`config.mk`:
```
export PLATFORM = sky130hd
export DESIGN_NAME = pipeline_hazard_ctrl
export DESIGN_NICKNAME = d
export VERILOG_FILES = /design/src/rtl/pipeline_hazard_ctrl.sv
export SDC_FILE = /design/constraint.sdc
export NUM_CORES = 1
export LEC_CHECK = 0
export ABC_AREA = 1
export CAP_MARGIN = 20
export CORE_AREA = 2 2 80 67
export DETAILED_ROUTE_END_ITERATION = 6
export DIE_AREA = 0 0 82 69
export PLACE_DENSITY_LB_ADDON = 0.15
export SLEW_MARGIN = 20
export SYNTH_ARGS = -nofsm -noshare
export SYNTH_HDL_FRONTEND = slang
export SYNTH_SLANG_ARGS = --single-unit
```
`constraint.sdc`:
```
create_clock -name clk -period 1.7 [get_ports clk]
set_input_delay 0.17 -clock clk [delete_from_list [all_inputs] [get_ports clk]]
set_output_delay 0.17 -clock clk [all_outputs]
set_load 0.01 [all_outputs]
```
`src/rtl/pipeline_hazard_ctrl.sv`:
```
// ---------------------------------------------------------------------------
// pipeline_hazard_ctrl
// Hazard unit for a five-stage in-order pipeline. It resolves:
//   - data hazards by forwarding Memory/Writeback results into Execute,
//   - load-use hazards by a one-cycle Fetch/Decode stall plus Execute bubble,
//   - control hazards by flushing Decode and Execute on a taken branch/jump,
//   - data-memory wait states by freezing F/D/E/M and bubbling Writeback.
// It also raises a sticky flag when one memory wait lasts MEM_TIMEOUT
// cycles, and keeps a saturating count of cycles with Fetch stalled.
//
// Ports
//   clk, rst_n                    clock, synchronous active-low reset
//   rs1_d, rs2_d                  Decode source registers
//   rs1_e, rs2_e, rd_e            Execute source/destination registers
//   result_src_e                  Execute result select (2'b01 = load)
//   pc_src_e                      branch taken / jump resolved in Execute
//   rd_m, rd_w                    Memory / Writeback destination registers
//   reg_write_m, reg_write_w      Memory / Writeback register-write enables
//   mem_req_m, mem_ready          data-memory request / completion
//   stall_f/d/e/m                 hold the pipeline register of that stage
//   flush_d/e/w                   insert a bubble into that stage
//   forward_a_e, forward_b_e      operand select: 00 RF, 01 WB, 10 MEM
//   mem_timeout                   sticky wait-timeout flag
//   stall_cycles                  saturating count of Fetch-stall cycles
// ---------------------------------------------------------------------------
module pipeline_hazard_ctrl #(
  parameter int MEM_TIMEOUT = 16
) (
  input  logic        clk,
  input  logic        rst_n,
  input  logic [4:0]  rs1_d,
  input  logic [4:0]  rs2_d,
  input  logic [4:0]  rs1_e,
  input  logic [4:0]  rs2_e,
  input  logic [4:0]  rd_e,
  input  logic [1:0]  result_src_e,
  input  logic        pc_src_e,
  input  logic [4:0]  rd_m,
  input  logic [4:0]  rd_w,
  input  logic        reg_write_m,
  input  logic        reg_write_w,
  input  logic        mem_req_m,
  input  logic        mem_ready,
  output logic        stall_f,
  output logic        stall_d,
  output logic        stall_e,
  output logic        stall_m,
  output logic        flush_d,
  output logic        flush_e,
  output logic        flush_w,
  output logic [1:0]  forward_a_e,
  output logic [1:0]  forward_b_e,
  output logic        mem_timeout,
  output logic [15:0] stall_cycles
);

  localparam logic [7:0] TIMEOUT_C = 8'(MEM_TIMEOUT);

  typedef enum logic [0:0] {
    IDLE     = 1'b0,
    MEM_WAIT = 1'b1
  } state_e;

  state_e      state_q, state_d;
  logic [7:0]  wait_cnt_q, wait_cnt_d;
  logic        mem_timeout_q, mem_timeout_d;
  logic [15:0] stall_cycles_q, stall_cycles_d;
  logic        mem_stall_s;
  logic        lw_stall_s;

  // Memory stage wins over Writeback because it holds the younger result.
  function automatic logic [1:0] fwd_sel(input logic [4:0] rs,
                                         input logic [4:0] rdm, input logic rwm,
                                         input logic [4:0] rdw, input logic rww);
    logic [1:0] sel;
    if (rwm && (rdm != 5'd0) && (rdm == rs)) begin
      sel = 2'b10;
    end else if (rww && (rdw != 5'd0) && (rdw == rs)) begin
      sel = 2'b01;
    end else begin
      sel = 2'b00;
    end
    return sel;
  endfunction

  // Forwarding selects: purely combinational, independent of FSM and reset.
  always_comb begin
    forward_a_e = fwd_sel(rs1_e, rd_m, reg_write_m, rd_w, reg_write_w);
    forward_b_e = fwd_sel(rs2_e, rd_m, reg_write_m, rd_w, reg_write_w);
  end

  // Hazard detection, FSM next state and wait counter.
  always_comb begin
    state_d     = state_q;
    wait_cnt_d  = wait_cnt_q;
    mem_stall_s = 1'b0;
    lw_stall_s  = (result_src_e == 2'b01) && (rd_e != 5'd0) &&
                  ((rd_e == rs1_d) || (rd_e == rs2_d));
    case (state_q)
      IDLE: begin
        wait_cnt_d  = 8'd0;
        mem_stall_s = mem_req_m && !mem_ready;
        if (mem_req_m && !mem_ready) begin
          state_d = MEM_WAIT;
        end else begin
          state_d = IDLE;
        end
      end
      MEM_WAIT: begin
        mem_stall_s = !mem_ready;
        if (mem_ready) begin
          state_d = IDLE;
        end else begin
          state_d = MEM_WAIT;
          if (wait_cnt_q < TIMEOUT_C) begin
            wait_cnt_d = wait_cnt_q + 8'd1;
          end else begin
            wait_cnt_d = wait_cnt_q;
          end
        end
      end
      default: begin
        state_d = IDLE;
      end
    endcase
  end

  // Stall/flush priority: memory wait, then redirect, then load-use.
  always_comb begin
    stall_f = 1'b0;
    stall_d = 1'b0;
    stall_e = 1'b0;
    stall_m = 1'b0;
    flush_d = 1'b0;
    flush_e = 1'b0;
    flush_w = 1'b0;
    if (!rst_n) begin
      stall_f = 1'b0;
    end else if (mem_stall_s) begin
      stall_f = 1'b1;
      stall_d = 1'b1;
      stall_e = 1'b1;
      stall_m = 1'b1;
      flush_w = 1'b1;
    end else if (pc_src_e) begin
      flush_d = 1'b1;
      flush_e = 1'b1;
    end else if (lw_stall_s) begin
      stall_f = 1'b1;
      stall_d = 1'b1;
      flush_e = 1'b1;
    end else begin
      stall_f = 1'b0;
    end
  end

  // Sticky timeout and saturating stall counter next state.
  always_comb begin
    mem_timeout_d = mem_timeout_q | (wait_cnt_d == TIMEOUT_C);
    if (stall_f && (stall_cycles_q != 16'hFFFF)) begin
      stall_cycles_d = stall_cycles_q + 16'd1;
    end else begin
      stall_cycles_d = stall_cycles_q;
    end
  end

  // State registers with synchronous active-low reset.
  always_ff @(posedge clk) begin
    if (!rst_n) begin
      state_q        <= IDLE;
      wait_cnt_q     <= 8'd0;
      mem_timeout_q  <= 1'b0;
      stall_cycles_q <= 16'd0;
    end else begin
      state_q        <= state_d;
      wait_cnt_q     <= wait_cnt_d;
      mem_timeout_q  <= mem_timeout_d;
      stall_cycles_q <= stall_cycles_d;
    end
  end

  assign mem_timeout  = mem_timeout_q;
  assign stall_cycles = stall_cycles_q;

endmodule
```
Word-level counts from Yosys, hierarchy flattened
Index checks and enable logic that the tools add are counted.
{ "word_totals": {"out_inout_bits": 28, "in_bits": 44, "regBits": 26, "word_cells": 56} }
{ "classes": {"magnitude_cmp": 1, "n_addsub": 2, "reduce_logical": 15, "bitwise_logic": 2, "muxes": 23, "n_eq_ne": 9} }
{ "ops": {"columns": ["cell", "n"], "rows": [
  ["$eq A5 B5 Y1", 6],
  ["$add A16 B1 Y16 const B", 1],
  ["$mux W1", 16],
  ["$mux W8", 2],
  ["$ne A16 B16 Y1 const B", 1],
  ["$pmux W8 S2", 1],
  ["$reduce_bool A5 Y1", 3],
  ["$logic_and A1 B1 Y1", 10],
  ["$add A8 B1 Y8 const B", 1],
  ["$eq A8 B5 Y1 const B", 1],
  ["$lt A8 B5 Y1 const B", 1],
  ["$mux W2", 2],
  ["$pmux W1 S2", 2],
  ["$eq A2 B1 Y1 const B", 1],
  ["$logic_not A1 Y1", 1],
  ["$logic_or A1 B1 Y1", 1],
  ["$not A1 Y1", 1],
  ["$or A1 B1 Y1", 1]
]} }

Depth between registers and ports, before layout
Gate-level depths: netlist of the first run.
{ "depth": {"word_depth": 8, "ltp_mapped": 12, "depth_no_buf": 11} }

Worst setup path before layout of the first run
Ideal clock, no wire load.
{ "synth_path": {"kind": "register to register", "startpoint": "reg stall_cycles_q[0], in the netlist stall_cycles[0]", "endpoint": "reg stall_cycles_q[0], in the netlist stall_cycles[0]", "path_buffers": 2, "setup_slack_ns": -0.262, "arrival_ns": 1.847, "setup_ns": 0.115, "stages_incl_launch_ff": 10, "t_required_ns": 1.585, "period_less_slack_ns": 1.962, "path_cell_list": "dfxtp_1 ha_1 nand2_1 nor3b_2 nand2_1 or3_1 buf_6 buf_2 a21oi_1 nor2_1"} }
{ "synth_between": {"elab_chain_cells": 2, "elab_cells_between_ends": 3, "classes_between": "1 x add/sub; 1 x eq/ne; 1 x reduce/logical"} }
{ "synth_lines": {"columns": ["element", "line_no", "rtl"], "rows": [
  ["start, declared", "67", "logic [15:0] stall_cycles_q, stall_cycles_d;"],
  ["start signal, assigned", "178", "stall_cycles_q <= stall_cycles_d;"],
  ["branches (longest 2 deep; another with $add A16 B1 Y16)", null, null]
]} }
Parallel ways; which one is timed is not known.
A chain may end at the register's enable or synchronous reset.

Final worst setup path of the first run
{ "layout_path": {"startpoint": "reg stall_cycles_q[1], in the netlist stall_cycles[1]", "endpoint": "reg stall_cycles_q[0], in the netlist stall_cycles[0]"} }
{ "layout_between": {"elab_chain_cells": 2} }
{ "layout_lines": {"columns": ["element", "line_no", "rtl"], "rows": [
  ["$ne A16 B16 Y1", "160", "if (stall_f && (stall_cycles_q != 16'hFFFF)) begin"],
  ["$logic_and A1 B1 Y1", "160", null]
]} }
Every way passes these cells.

==> results_dict.tcl, run 1 <==
set metrics [dict create \
    grt_pass1_wl_um 8920 \
    yosysMostFrequentCell "nand2_1" \
    antenna_found_initial 0 \
    async_flop_share_pct 0 \
    hp-start "wait_cnt_q[5]$_SDFF_PN0_" \
    route.detailed.drc 0 \
    yosysTopAreaCellShare_pct 27.5 \
    postSynthCellCount 292 \
    timing.rr.start "stall_cycles[1]$_SDFFE_PN0P_" \
    critPathMaxFanout 4 \
    instances_no_fill 460 \
    drtPass1Iterations 4 \
    dr_wl_met3_um 208 \
    cts_sinks 26 \
    grt_max_degree 16 \
    fmax_mhz 597 \
    max-cap-violations 0 \
    clk_path_buf_depth 2 \
    grt_overflow 0 \
    syn_nets 338 \
    cp-start-kind "flop" \
    synth_top_cell_by_area "dfxtp_1" \
    finalInstanceArea_um2 3160 \
    antenna_left 0 \
    arrival_ps 1850 \
    rsz0062_at_grt "yes" \
    required_ps 1880 \
    path_clk_slew_ps 90 \
    synth.avg_cell_area_um2 6.48 \
    routabilityCongestion 0.884 \
    crit_slowest_cell "or3_4" \
    seqCellArea_um2 529 \
    slew_headroom_pct 76.3 \
    cpLargestDelayFamily "simple AND/OR/NAND/NOR gates" \
    initialDrtViolationCount 77 \
    vdd_drop_max_mv 0.316 \
    slowest_delay_ps 400 \
    whs_endpoint "wait_cnt_q[5]$_SDFF_PN0_" \
    cts_root_buf "clkbuf_8" \
    core-area_um2 4830 \
    synth-seq-cells 26 \
    worstSkewPairLatency_ps 280 \
    dieHeight_um 69 \
    place_area_um2 2940 \
    critical_path_class "reg2reg" \
    leakage_nw 1.47 \
    cts_tree "done" \
    status "complete, no violations" \
    synth_warnings 0 \
    power_density_nw_per_um2 470 \
    netlist_area_um2 1890 \
    top_layer_used "met4" \
    track_usage_pct 19.5 \
    port_buffers 71 \
    drive_gt1_share_pct 20.9 \
    path_buf_inv 1 \
    syn2layout_area_growth_pct 66.9 \
    ys_types 27 \
    wl_met2_um 2870 \
    hpwl_um 4220 \
    hold_viol 0 \
    timing.hold.ws_ps 435 \
    fin_tns_setup_ps 0 \
    synth.yosys.seq_area_share_pct 27.5 \
    r2r-end "stall_cycles[0]$_SDFFE_PN0P_" \
    synth_commonest_cells "nand2_1, nor2_1, nand3_1" \
    maxSlewViolCount 0 \
    multiInputGateArea_um2 1330 \
    setup_viol 0 \
    htreeDepth 1 \
    period_needed_ps 1670 \
    endpoint_kind "flop" \
    die_w_um 82 \
    synth_edf_count 0 \
    die_area_um2 5660 \
    nets 445 \
    wl_met1_um 2460 \
    via_count 2206 \
    rrSetupSlack_ps 30 \
    synthTopCellsByArea "dfxtp_1, nand2_1, xor2_1" \
    diodes 0 \
    grt_pass1_vias 2028 \
    tightest_slew_ps 354 \
    reg2reg_depth 8 \
    cp_cell_sequence "ha_4, nand2_4, nor3b_4, nand2_1, or3_4, buf_6, a21oi_2, nor2_1" \
    hold_path.class "reg2reg" \
    rows 23 \
    viasPerCell 4.80 \
    numCtsBuffers 3 \
    holdPathStages 2 \
    fin_crit_sh_pct 98.5 \
    fin_skew_ps 4.74 \
    wl_per_cell_um 12.2 \
    fillCellCount 441 \
    start_util_pct 39.2 \
    wirelength_um 5610 \
    ios 72 \
    dp_cells 455 \
    synth_ff_type "dfxtp_1" \
]
## routing by layer
metal  GRT usage (%)  vias up
met2            34.7       50
met4            3.33        0
met3            3.53        9
met5               0        -
met1            24.4     1000
li1                -     1147
## layout make-up
type,count,share of cell area [%]
multi-input cells,222,42.1
repair buffers,112,32.4
flip-flops and latches,26,16.8
inverters,34,4.08
well taps,62,2.46
clock buffers,3,1.31
clock inverters,1,0.950
## cells in the final DEF, fill, tap and decap left out, types with 2 or more instances in the layout
| cell type | instances |
|---|---|
| xor2_1 | 21 |
| dfxtp_1 | 23 |
| nand2_4 | 2 |
| buf_2 | 5 |
| nand3_2 | 3 |
| a21oi_1 | 11 |
| a21oi_2 | 6 |
| o21bai_1 | 2 |
| inv_1 | 33 |
| dlygate4sd2_1 | 13 |
| xnor2_1 | 15 |
| nand3_1 | 32 |
| nand2_1 | 65 |
| nand4_1 | 7 |
| nor2_2 | 4 |
| clkbuf_8 | 3 |
| buf_4 | 37 |
| clkdlybuf4s50_1 | 41 |
| dlymetal6s2s_1 | 10 |
| nor3_1 | 4 |
| buf_6 | 5 |
| nor2_1 | 33 |
| dfxtp_4 | 2 |
## metrics by stage
stage | utilization [%] | power (mW) | setup slack (ps)
final | 65.3 | 1.48 | 26.0
after global routing | 65.3 | 1.56 | -81.9
after CTS | 62.7 | 1.48 | 6.66
after detailed placement | 60.8 | 0.960 | -539
after global placement | 60.8 | 0.955 | -503
after floorplan | - | 0.762 | -39.0
## power breakdown
part	internal (mW)	switching [mW]	leakage [nW]
Sequential	0.611	0.00342	0.212
Combinational	0.187	0.161	1.22
Clock	0.315	0.205	0.0357
## sequential cells by signal, indices dropped and copies added (netlist names)
register,flops
wait_cnt_q,8
state_q,1
stall_cycles,16
mem_timeout,1
## cells by family (layout without fill, tap and decap cells)
kind of cell | after synthesis | in the layout | synth area share (%)
compound gates | 24 | 24 | 7.14
flops | 26 | 26 | 27.5
buf+inv | 44 | 150 | 10.2
fa+ha+maj | 2 | 2 | 1.32
simple gates | 160 | 160 | 37.2
xor+xnor | 36 | 36 | 16.7
## worst reg2reg max path: stages (launching register included)
cell	delay [ps]
dfxtp_4	370
ha_4	140
nand2_4	60
nor3b_4	210
nand2_1	90
or3_4	400
buf_6	150
a21oi_2	120
nor2_1	50
## worst max-delay path by stage
stage / depth (start not counted) / end / startpoint / slack, ps
floorplan: 10 / stall_cycles[2]$_SDFFE_PN0P_ / stall_cycles[1]$_SDFFE_PN0P_ / -40
global placement: 6 / forward_b_e[0] / rd_m[0] / -500
detailed placement: 6 / forward_a_e[0] / rd_m[0] / -540
CTS: 6 / forward_b_e[1] / rd_m[1] / 7
global route: 8 / stall_cycles[14]$_SDFFE_PN0P_ / stall_cycles[1]$_SDFFE_PN0P_ / -80
finish: 8 / stall_cycles[0]$_SDFFE_PN0P_ / stall_cycles[1]$_SDFFE_PN0P_ / 30
## what timing repair did
action                     CTS  global route
resized for setup           56            31
cloned                       0             0
setup endpoints to repair   27            23
pin swaps                    6            12
hold buffers                 0             0
buffers inserted             0             1
Power figures use the tool's default switching activity.
==> inputs of run 2 (changes only) <==
Settings changed: CORE_AREA 2 2 80 67 to 2 2 79 66, CTS_BUF_LIST from default to sky130_fd_sc_hd__clkbuf_8, DIE_AREA 0 0 82 69 to 0 0 81 68, HOLD_SLACK_MARGIN from default to 0.1.
==> run 2 against run 1 <==
Against the previous run: routed wire length shrank 1.2%; the run now ends with negative setup slack left; clock skew grew 5.0 ps; global-route usage grew 0.46 points; fmax shrank 2.1%; power shrank 0.69%; via count shrank 1.5%; setup slack lost 35 ps; critical path depth is the same; clock-buffer cell count is the same; critical path type unchanged.
==> results_dict.tcl, run 2 (synthesis results as in run 1) <==
set metrics [dict create \
    cts_hold_buf 0 \
    ios 72 \
    hold_path.class "reg2reg" \
    worstSkewPairLatency_ps 280 \
    wl_per_cell_um 12.1 \
    grt_max_degree 26 \
    endpoint_kind "flop" \
    final_common_cell "nand2_1" \
    place_area_um2 2910 \
    slowest_delay_ps 420 \
    vdd_drop_max_mv 0.527 \
    path_buf_inv 1 \
    rsz0062_at_grt "yes" \
    maxSlewViolCount 0 \
    finalInstanceArea_um2 3160 \
    nets 443 \
    drtPass1Iterations 4 \
    grt_overflow 0 \
    clk_path_buf_depth 2 \
    die_w_um 81 \
    fin_skew_ps 9.74 \
    fin_ws_ps -9.49 \
    largest_reg_flops 16 \
    diodes 0 \
    fin_crit_sh_pct 101 \
    arrival_ps 1860 \
    hold_viol 0 \
    htreeDepth 1 \
    route.detailed.drc 0 \
    rows 23 \
    instances_no_fill 458 \
    tightest_slew_ps 289 \
    seqCellArea_um2 529 \
    routabilityCongestion 0.923 \
    syn2layout_area_growth_pct 66.7 \
    track_usage_pct 19.9 \
    core-area_um2 4780 \
    numCtsBuffers 3 \
    viasPerCell 4.74 \
    critical_path_class "reg2reg" \
    via_count 2173 \
    path_clk_slew_ps 90 \
    port_buffers 71 \
    cp-start-kind "flop" \
    power_density_nw_per_um2 467 \
    multiInputGateArea_um2 1340 \
    slew_headroom_pct 80.7 \
    status "finished, violations left" \
    max-cap-violations 0 \
    start_util_pct 39.6 \
    final_cell_mix "nand2_1, clkdlybuf4s50_1, buf_4" \
    fin_tns_setup_ps -24.3 \
    critPathMaxFanout 12 \
    cpLargestDelayFamily "simple AND/OR/NAND/NOR gates" \
    period_needed_ps 1710 \
    leakage_nw 1.42 \
    required_ps 1850 \
    initialDrtViolationCount 103 \
    grt_pass1_vias 2051 \
    die_area_um2 5510 \
    violations "negative setup slack" \
    fillCellCount 435 \
    dieHeight_um 68 \
    hpwl_um 4200 \
    wirelength_um 5540 \
    fmax_mhz 585 \
    setup_viol 3 \
    antenna_found_initial 0 \
    cp_cell_sequence "ha_4, nand2_4, nor3b_4, nand2_1, or3_4, buf_8, nand3_1, a21oi_1" \
    antenna_left 0 \
    utilization_pct 66.1 \
    grt_pass1_wl_um 8750 \
    dp_cells 451 \
    cts_tree "done" \
    cts_sinks 26 \
    crit_slowest_cell "or3_4" \
    cts_root_buf "clkbuf_8" \
    drive_gt1_share_pct 20.7 \
]
[run 2: cell types whose count changed in the layout (fill, tap and decap cells not counted), sizes merged]
| cell | before | now |
|---|---|---|
| buf | 48 | 43 |
| clkdlybuf4s15 | 0 | 5 |
| clkdlybuf4s50 | 41 | 39 |
| dlymetal6s2s | 10 | 5 |
| dlygate4sd2 | 13 | 18 |
[run 2: area by class of cell]
class,count,share of cell area (%)
inverters,34,4.08
well taps,62,2.46
repair buffers,110,32.0
clock inverters,1,0.952
flip-flops and latches,26,16.8
clock buffers,3,1.31
multi-input cells,222,42.4
[run 2: where the power goes]
| part | total [mW] | switching [mW] | internal, mW |
|---|---|---|---|
| Sequential | 0.614 | 0.00344 | 0.611 |
| Combinational | 0.339 | 0.158 | 0.181 |
| Clock | 0.520 | 0.205 | 0.315 |
| Total | 1.47 | 0.367 | 1.11 |
[run 2: path summary, 6_finish.rpt]
path                                startpoint                           end  slack [ps]  cells past startpoint
hold / removal        wait_cnt_q[5]$_SDFF_PN0_      wait_cnt_q[5]$_SDFF_PN0_         440                      2
setup / recovery  stall_cycles[0]$_SDFFE_PN0P_  stall_cycles[3]$_SDFFE_PN0P_          -9                      8
hold reg to reg       wait_cnt_q[5]$_SDFF_PN0_      wait_cnt_q[5]$_SDFF_PN0_         440                      2
setup reg to reg  stall_cycles[0]$_SDFFE_PN0P_  stall_cycles[3]$_SDFFE_PN0P_          -9                      8
[run 2: per-layer routing]
| metal | global-route usage, % | share of wire [%] |
|---|---|---|
| met3 | 3.83 | 3.9 |
| met5 | 0 | 0 |
| met4 | 1.91 | 0.18 |
| met1 | 22.8 | 44 |
| met2 | 39.8 | 52 |
[run 2: timing repair]
item                                    4_1_cts  5_1_grt
gates resized for setup                      54       36
pin swaps                                     8       13
endpoints found under the setup margin       26       24
buffers inserted                              3        0
[run 2: stage by stage]
step	hold WS, ps	power [mW]	worst slack, ps
floorplan	281	0.762	-39.0
global placement	419	0.948	-501
detailed placement	426	0.953	-522
CTS	441	1.47	2.92
global route	451	1.53	-106
finish	443	1.47	-9.49
[run 2: worst reg2reg max path, cell delays in order, from the launching register on]
cell and delay [ps]:
dfxtp_4 370, ha_4 150, nand2_4 60, nor3b_4 210, nand2_1 70, or3_4 420, buf_8 170, nand3_1 90
a21oi_1 60
